$ cat config.mk
export PLATFORM = sky130hd
export DESIGN_NAME = bus_arbiter_rr
export DESIGN_NICKNAME = d
export VERILOG_FILES = /design/src/rtl/bus_arbiter_rr.sv
export SDC_FILE = /design/constraint.sdc
export NUM_CORES = 1
export LEC_CHECK = 0
export BUFFER_PORTS_ARGS = -buffer_cell sky130_fd_sc_hd__buf_2
export CORE_AREA = 2 2 203 355
export DETAILED_ROUTE_END_ITERATION = 6
export DIE_AREA = 0 0 205 357
export HOLD_SLACK_MARGIN = 0.1
export PLACE_DENSITY = 0.69
export SLEW_MARGIN = 20
export SYNTH_ARGS = -nofsm -noshare
export SYNTH_HDL_FRONTEND = slang
export SYNTH_SLANG_ARGS = --single-unit
$ cat constraint.sdc
create_clock -name clk -period 5.3 [get_ports clk]
set_clock_uncertainty 0.15 [all_clocks]
set_input_delay 1.06 -clock clk [delete_from_list [all_inputs] [get_ports clk]]
set_output_delay 1.06 -clock clk [all_outputs]
set_load 0.02 [all_outputs]
$ cat src/rtl/bus_arbiter_rr.sv
// Round-robin arbiter that funnels NUM_CH client channels onto one line-based
// memory bus. A grant moves one full line (BEATS beats): writes are gathered
// from the client into the line buffer and then streamed to the bus; reads are
// gathered from the bus and then streamed back to the client.
module bus_arbiter_rr #(
  parameter int NUM_CH         = 2,
  parameter int BUS_DATA_WIDTH = 64,
  parameter int BUS_TAG_WIDTH  = 13,
  parameter int BEATS          = 8,
  localparam int PW            = $clog2(BEATS),
  localparam int GW            = $clog2(NUM_CH)
) (
  input  logic                              clk,
  input  logic                              reset,
  output logic                              ready,
  // client side
  input  logic [NUM_CH-1:0]                 reqcyc,
  output logic [NUM_CH-1:0]                 reqack,
  input  logic [NUM_CH*BUS_DATA_WIDTH-1:0]  req,
  input  logic [NUM_CH*BUS_TAG_WIDTH-1:0]   reqtag,
  output logic [NUM_CH-1:0]                 respcyc,
  input  logic [NUM_CH-1:0]                 respack,
  output logic [BUS_DATA_WIDTH-1:0]         resp,
  output logic [BUS_TAG_WIDTH-1:0]          resptag,
  output logic [PW-1:0]                     ptr,
  // memory side
  output logic                              bus_reqcyc,
  input  logic                              bus_reqack,
  output logic [BUS_DATA_WIDTH-1:0]         bus_req,
  output logic [BUS_TAG_WIDTH-1:0]          bus_reqtag,
  input  logic                              bus_respcyc,
  output logic                              bus_respack,
  input  logic [BUS_DATA_WIDTH-1:0]         bus_resp,
  input  logic [BUS_TAG_WIDTH-1:0]          bus_resptag
);

  localparam int W  = BUS_DATA_WIDTH;
  localparam int TW = BUS_TAG_WIDTH;

  typedef enum logic [2:0] {
    IDLE, ACKREQ, WRDATA, ACKDATA, BUSREQ, BUSWR, BUSRD, RESP
  } state_t;

  state_t               state_q, state_d;
  logic [GW-1:0]        gnt_q, gnt_d;
  logic [GW-1:0]        last_q, last_d;
  logic [PW-1:0]        ptr_q, ptr_d;
  logic [W-1:0]         addr_q, addr_d;
  logic [TW-1:0]        tag_q, tag_d;
  logic [BEATS*W-1:0]   line_q, line_d;

  logic                 rr_found;
  logic [GW-1:0]        rr_idx;
  logic                 is_write;
  logic                 last_beat;
  logic [NUM_CH-1:0]    gnt_oh;

  // The bus response tag carries nothing the arbiter needs.
  logic unused_bus_resptag;
  assign unused_bus_resptag = ^bus_resptag;

  // Channel index base+k, wrapped into 0..NUM_CH-1.
  function automatic logic [GW-1:0] wrap_idx(input logic [GW-1:0] base, input int k);
    int c;
    c = int'(base) + k;
    if (c >= NUM_CH) c = c - NUM_CH;
    return GW'(c);
  endfunction

  assign is_write  = tag_q[TW-1];
  assign last_beat = (ptr_q == PW'(BEATS-1));
  assign gnt_oh    = {{(NUM_CH-1){1'b0}}, 1'b1} << gnt_q;

  // Round-robin search: first requester after the last granted channel.
  always_comb begin
    rr_found = 1'b0;
    rr_idx   = '0;
    for (int k = 1; k <= NUM_CH; k++) begin
      if (!rr_found && reqcyc[wrap_idx(last_q, k)]) begin
        rr_found = 1'b1;
        rr_idx   = wrap_idx(last_q, k);
      end
    end
  end

  // State and datapath registers; reset abandons any transaction in flight.
  always_ff @(posedge clk or negedge reset) begin
    if (!reset) begin
      state_q <= IDLE;
      gnt_q   <= '0;
      last_q  <= GW'(NUM_CH-1);
      ptr_q   <= '0;
      addr_q  <= '0;
      tag_q   <= '0;
      line_q  <= '0;
    end else begin
      state_q <= state_d;
      gnt_q   <= gnt_d;
      last_q  <= last_d;
      ptr_q   <= ptr_d;
      addr_q  <= addr_d;
      tag_q   <= tag_d;
      line_q  <= line_d;
    end
  end

  // Next-state and datapath update for the transaction sequencer.
  always_comb begin
    state_d = state_q;
    gnt_d   = gnt_q;
    last_d  = last_q;
    ptr_d   = ptr_q;
    addr_d  = addr_q;
    tag_d   = tag_q;
    line_d  = line_q;
    case (state_q)
      IDLE: begin
        if (rr_found) begin
          gnt_d   = rr_idx;
          last_d  = rr_idx;
          addr_d  = req[rr_idx*W +: W];
          tag_d   = reqtag[rr_idx*TW +: TW];
          ptr_d   = '0;
          state_d = ACKREQ;
        end
      end
      ACKREQ: state_d = is_write ? WRDATA : BUSREQ;
      WRDATA: begin
        if (reqcyc[gnt_q]) begin
          line_d[ptr_q*W +: W] = req[gnt_q*W +: W];
          state_d = ACKDATA;
        end
      end
      ACKDATA: begin
        if (last_beat) begin
          ptr_d   = '0;
          state_d = BUSREQ;
        end else begin
          ptr_d   = ptr_q + 1'b1;
          state_d = WRDATA;
        end
      end
      BUSREQ: if (bus_reqack) state_d = is_write ? BUSWR : BUSRD;
      BUSWR: begin
        if (bus_reqack) begin
          ptr_d = ptr_q + 1'b1;
          if (last_beat) begin
            ptr_d   = '0;
            state_d = IDLE;
          end
        end
      end
      BUSRD: begin
        if (bus_respcyc) begin
          line_d[ptr_q*W +: W] = bus_resp;
          ptr_d = ptr_q + 1'b1;
          if (last_beat) begin
            ptr_d   = '0;
            state_d = RESP;
          end
        end
      end
      RESP: begin
        if (respack[gnt_q]) begin
          ptr_d = ptr_q + 1'b1;
          if (last_beat) begin
            ptr_d   = '0;
            state_d = IDLE;
          end
        end
      end
      default: state_d = IDLE;
    endcase
  end

  // Outputs decoded from registered state; only bus_respack follows an input,
  // so stray bus responses outside BUSRD are still drained.
  always_comb begin
    ready       = (state_q == IDLE);
    reqack      = (state_q == ACKREQ || state_q == ACKDATA) ? gnt_oh : '0;
    respcyc     = (state_q == RESP) ? gnt_oh : '0;
    resp        = (state_q == RESP) ? line_q[ptr_q*W +: W] : '0;
    resptag     = (state_q == RESP) ? tag_q : '0;
    ptr         = ptr_q;
    bus_reqcyc  = (state_q == BUSREQ || state_q == BUSWR);
    bus_req     = (state_q == BUSREQ) ? addr_q :
                  (state_q == BUSWR)  ? line_q[ptr_q*W +: W] : '0;
    bus_reqtag  = bus_reqcyc ? tag_q : '0;
    bus_respack = bus_respcyc & reset;
  end

endmodule

==> results_dict.tcl, run 1 <==
set metrics [dict create \
    gr-total-overflow 0 \
    reg2reg_setup_slack_ns 1.29 \
    clk_latency_ns 0.64 \
    grt_pass1_wl_mm 142.5 \
    routed_wl_mm 91.97 \
    layout.area.seq_um2 14960 \
    synth_area_leaders "dfrtp_1 47%, mux2_2 15%, mux4_2 9.2%" \
    nNetsFinal 3032 \
    grt_max_degree 189 \
    worst_pin_slew_ns 1.143 \
    cts_setup_buffers 0 \
    yosysWarnings 0 \
    startpoint_type "register" \
    hold_buffers 0 \
    hpwl_mm 59.79 \
    portBuffers 389 \
    reg2reg_depth 7 \
    crit_path_end_kind "output port" \
    p_clk_share_pct 19.7 \
    synth_cell_type_count 50 \
    fin_hold_ws_ns 0.1978 \
    async_flop_share_pct 100.0 \
    drv_slew 0 \
    ys_ff_latch 597 \
    htreeDepth 2 \
    p_leak_nw 17.88 \
    synth-main-ff-cell "dfrtp_1" \
    worstSetupPathType "register to output port" \
    netlist.area_leader.share_pct 47.42 \
    synth.yosys.seq_area_share_pct 47.51 \
    slowest_delay_ns 0.99 \
    cts_resized 0 \
    slew_headroom_pct 23.79 \
    post_drt_wl_per_cell_um 24.53 \
    die_w_um 205 \
    path_clk_slew_ns 0.06 \
    cp_cell_sequence "buf_4 -> mux4_2 -> nand2_1 -> nand2_1 -> a22o_1 -> buf_2" \
    grt_use_total_pct 25.38 \
    drc 0 \
    synthCells 2494 \
    setup_viol 0 \
    cp_slowest_cell "dfrtp_4" \
    drtPass1Iterations 6 \
    clock_path_buffers 3 \
    numCtsBuffers 56 \
    fmax_mhz 215.6 \
    cts_sinks 597 \
    worstPathMaxFanout 39 \
    period_share_pct 87.53 \
    cap_violations 0 \
    design.die.area_um2 73190 \
    start_util_pct 44.69 \
    hold_viol 0 \
    multiInputGateArea_um2 15410 \
    powerDensity_nw_per_um2 573.7 \
    clock-root-buffer "clkbuf_16" \
    cts_tree "built" \
    fin_tns_setup_ns 0 \
    status "completed" \
    p_seq_share_pct 35.4 \
    layout-drive-gt1-share_pct 43.54 \
    comb_power_share_pct 44.9 \
    die_h_um 357 \
    synth_top_area_cell "dfrtp_1" \
    std_cell_rows 129 \
    core_um2 70370 \
    area_growth_syn_to_layout_pct 14.48 \
    antenna_found_initial 6 \
    synth_edf_count 0 \
    synth_nets 2738 \
    worstPathRequired_ns 4.09 \
    regToRegStartpoint "ptr[1]$_DFFE_PN0P_" \
    max-vdd-ir-drop_mv 0.3319 \
    place.gp.congestion 0.8224 \
    rsz0062_at_grt "no" \
    power_switching_w 0.008204 \
    ioPinCount 403 \
    syn_area_um2 31450 \
    p_sw_share_pct 39.72 \
    avgSynthCellArea_um2 12.61 \
    antenna_left 0 \
    worst_hold_path_type "primary input to asynchronous set/reset pin" \
    timing.rr.end "line_q[497]$_DFFE_PN0P_" \
    viasPerCell 5.852 \
    grt_pass1_vias 24510 \
    intPower_w 0.01245 \
    final.min_clock_period_ns 4.639 \
    drt_iter0_markers 1358 \
    crit_arrival_ns 3.43 \
    cp_common_cell "nand2_1" \
    vias 21950 \
    n_fill_cell 6170 \
]
critical path, delay by kind of cell, from the launching register on:
| kind | cells | cell delay (ns) |
|---|---|---|
| AOI/OAI and AO/OA | 1 | 0.19 |
| DFF | 1 | 0.99 |
| muxes | 1 | 0.58 |
| buffers and inverters | 2 | 0.78 |
| and+or+nand+nor | 2 | 0.22 |
Yosys cell counts (2+ instances only):
| library cell | instances |
|---|---|
| mux4_2 | 128 |
| dfrtp_1 | 596 |
| buf_2 | 79 |
| clkbuf_1 | 82 |
| inv_1 | 51 |
| ha_1 | 5 |
| o2bb2ai_1 | 44 |
| mux2_2 | 431 |
| nand3_1 | 3 |
| nor2_2 | 3 |
| a22o_1 | 64 |
| buf_1 | 15 |
| o32ai_1 | 2 |
| a31oi_1 | 2 |
| a32o_1 | 3 |
| or3_1 | 2 |
| nand2_1 | 197 |
| o211ai_1 | 2 |
| buf_4 | 6 |
| mux2i_1 | 126 |
| o2111ai_2 | 2 |
| nor2_1 | 181 |
| and2_1 | 27 |
| nor2b_1 | 42 |
| mux2_4 | 121 |
| nand2b_1 | 6 |
| buf_6 | 18 |
| o21ai_0 | 48 |
| o31ai_1 | 46 |
| a21oi_1 | 142 |
power groups by stage:
stage,sequential [W],combinational (W),clock (W)
after floorplan,0.00675,0.00684,0
after global routing,0.00752,0.00992,0.00433
after detailed placement,0.00740,0.00924,0
after CTS,0.00732,0.00928,0.00414
final,0.00732,0.00927,0.00406
after global placement,0.00719,0.00896,0
worst max-delay path by stage:
stage / slack [ns] / endpoint / from / cells after the start
global placement: 1.24 / line_q[496]$_DFFE_PN0P_ / reqcyc[0] / 6
global route: 0.42 / bus_req[14] / ptr[1]$_DFFE_PN0P_ / 6
floorplan: 2.04 / bus_req[63] / ptr[2]$_DFFE_PN0P_ / 6
CTS: 0.52 / bus_req[18] / ptr[1]$_DFFE_PN0P_ / 6
detailed placement: 1.23 / bus_req[18] / ptr[1]$_DFFE_PN0P_ / 6
finish: 0.66 / bus_req[18] / ptr[1]$_DFFE_PN0P_ / 6
final cells by class:
class,instances,area share [%]
clock inverters,23,0.5734
flip-flops and latches,597,41.54
well taps,917,3.187
inverters,51,0.5317
diodes,1,0.006951
multi-input cells,1645,42.82
repair buffers,437,6.874
clock buffers,79,4.469
per-stage QoR:
step / cell area [um^2] / utilization [%] / std cells / total power, W / setup WS, ns
floorplan: 31450 / - / 2494 / 0.01359 / 2.038
CTS: 35970 / 51.12 / 3748 / 0.02074 / 0.5201
finish: 36000 / 51.16 / 3750 / 0.02065 / 0.6607
global placement: 34160 / 48.54 / 3646 / 0.01616 / 1.238
detailed placement: 34160 / 48.54 / 3646 / 0.01664 / 1.226
global route: 36000 / 51.16 / 3749 / 0.02178 / 0.4208
cell families after synthesis:
family / after synthesis / share of synthesized area [%]
flops: 597 / 47.51
fa+ha+maj: 6 / 0.2308
buf+inv: 252 / 3.827
compound gates: 361 / 7.619
simple gates: 472 / 6.429
mux: 806 / 34.39
state kept, by name, summed over array words and instances (netlist names):
register,flops
addr_q,64
gnt_q,1
last_q,1
line_q,512
ptr,3
state_q,3
tag_q,13
metal layers:
layer | part of all wire, % | GRT usage (%)
met4 | 3.3 | 9.353
met3 | 5.6 | 3.991
met1 | 38 | 29.91
met5 | 0.067 | 0
met2 | 53 | 46.28
placed cells by master, fill, tap and decap left out, types with 11 or more instances in the layout:
master / n
and2_1: 26
nand2_1: 194
nor2_1: 179
clkbuf_1: 12
mux2_4: 121
buf_12: 11
a22o_1: 64
inv_1: 50
clkinv_2: 15
o2bb2ai_1: 44
o21ai_0: 48
mux2_2: 431
nor2b_1: 41
a21oi_1: 142
buf_4: 36
mux2i_1: 126
o31ai_1: 46
buf_2: 388
dfrtp_1: 592
mux4_2: 128
clkbuf_16: 57
(Power assumes the default switching activity.)
==> inputs of run 2 (changes only) <==
--- a/config.mk
+++ b/config.mk
@@ -11,6 +11,7 @@
 export DIE_AREA = 0 0 205 357
 export HOLD_SLACK_MARGIN = 0.1
 export PLACE_DENSITY = 0.69
+export RECOVER_POWER = 25
 export SLEW_MARGIN = 20
 export SYNTH_ARGS = -nofsm -noshare
 export SYNTH_HDL_FRONTEND = slang
==> results_dict.tcl, run 2 (synthesis results as in run 1) <==
set metrics [dict create \
    power_switching_w 0.008202 \
    nNetsFinal 3032 \
    setup_viol 0 \
    max-vdd-ir-drop_mv 0.3317 \
    layout-drive-gt1-share_pct 43.36 \
    p_clk_share_pct 19.7 \
    ioPinCount 403 \
    failed_checks "capacitance limit, slew limit" \
    drv_slew 217 \
    rsz0062_at_grt "no" \
    design.die.area_um2 73190 \
    core_um2 70370 \
    largest_reg_flops 512 \
    cts_tree "built" \
    cts_resized 0 \
    final.min_clock_period_ns 4.638 \
    most-common-layout-cells "592 x dfrtp_1, 431 x mux2_2, 388 x buf_2" \
    routed_wl_mm 91.96 \
    regMostFlops "line_q" \
    worstSetupPathType "register to output port" \
    grt_use_total_pct 25.38 \
    top_regs "line_q x512, addr_q x64, tag_q x13" \
    layout_commonest_cell "dfrtp_1" \
    p_seq_share_pct 35.5 \
    place_inst 3646 \
    path_clk_slew_ns 0.06 \
    fin_tns_setup_ns 0 \
    reg2reg_setup_slack_ns 1.29 \
    worst_hold_path_type "primary input to asynchronous set/reset pin" \
    p_sw_share_pct 39.72 \
    crit_arrival_ns 3.43 \
    fin_cells 3750 \
    slew_headroom_pct -129.1 \
    portBuffers 389 \
    setup_ws_ns 0.6617 \
    clock-root-buffer "clkbuf_16" \
    std_cell_rows 129 \
    vias 21930 \
    powerDensity_nw_per_um2 573.9 \
    fmax_mhz 215.6 \
    numCtsBuffers 56 \
    p_leak_nw 17.87 \
    crit_path_end_kind "output port" \
    area_growth_syn_to_layout_pct 14.41 \
    htreeDepth 2 \
    period_share_pct 87.52 \
    clk_latency_ns 0.64 \
    post_drt_wl_per_cell_um 24.52 \
    hpwl_mm 59.79 \
    comb_power_share_pct 44.9 \
    worst_pin_slew_ns 3.431 \
    worstPathRequired_ns 4.09 \
    place_ws_ns 1.226 \
    antenna_left 0 \
    fin_hold_ws_ns 0.1952 \
    antenna_found_initial 6 \
    grt_pass1_vias 24510 \
    status "finished, violations left" \
    drtPass1Iterations 6 \
    grt_pass1_wl_mm 142.5 \
    gr-total-overflow 0 \
    die_w_um 205 \
    viasPerCell 5.848 \
    cap_violations 4 \
    place.gp.congestion 0.8224 \
    hold_buffers 0 \
    drt_iter0_markers 1359 \
    cts_setup_buffers 0 \
    clock_path_buffers 3 \
    fin_util_pct 51.13 \
    start_util_pct 44.69 \
    hold_viol 0 \
    grt_max_degree 189 \
    drc 0 \
    startpoint_type "register" \
    cts_sinks 597 \
    intPower_w 0.01245 \
    die_h_um 357 \
    worstPathMaxFanout 39 \
]
run 2: path summary, 6_finish.rpt:
path                       cells after the start                      end               startpoint
setup / recovery                               6              bus_req[18]       ptr[1]$_DFFE_PN0P_
hold / removal                                 1   addr_q[59]$_DFFE_PN0P_                    reset
setup reg to reg                               7  line_q[497]$_DFFE_PN0P_       ptr[1]$_DFFE_PN0P_
hold reg to reg                                1  line_q[339]$_DFFE_PN0P_  line_q[339]$_DFFE_PN0P_
max in group asynchronous                      2  line_q[295]$_DFFE_PN0P_                    reset
min in group clk                               1  line_q[339]$_DFFE_PN0P_  line_q[339]$_DFFE_PN0P_
run 2: cell type report:
| cell class | instances | area, um^2 |
|---|---|---|
| clock inverters | 23 | 206.4 |
| clock buffers | 79 | 1609 |
| flip-flops and latches | 597 | 14960 |
| multi-input cells | 1645 | 15410 |
| inverters | 51 | 191.4 |
| well taps | 917 | 1147 |
| diodes | 1 | 2.502 |
| repair buffers | 437 | 2452 |
| fillers | 6180 | 34390 |
run 2: worst max-delay path, stage by stage, from the launching register on:
cell and delay (ns):
dfrtp_4 0.99, buf_4 0.62, mux4_2 0.58, nand2_1 0.12, nand2_1 0.10, a22o_1 0.19, buf_2 0.16
run 2: power groups by stage:
stage	Sequential, W	Clock [W]	Combinational (W)
floorplan	0.00675	0	0.00684
global placement	0.00719	0	0.00896
detailed placement	0.00740	0	0.00924
CTS	0.00732	0.00414	0.00928
global route	0.00752	0.00433	0.00992
finish	0.00732	0.00406	0.00927
run 2: per-stage QoR:
step                cell area (um^2)  power [W]
CTS                            35970    0.02074
finish                         35980    0.02065
floorplan                      31450    0.01359
global placement               34160    0.01616
global route                   35980    0.02178
detailed placement             34160    0.01664
run 2: metal layers:
| layer | global-route usage, % | routed length [um] |
|---|---|---|
| met5 | 0 | 62 |
| met4 | 9.353 | 2994 |
| met3 | 3.991 | 5030 |
| met2 | 46.28 | 48560 |
| met1 | 29.91 | 35320 |
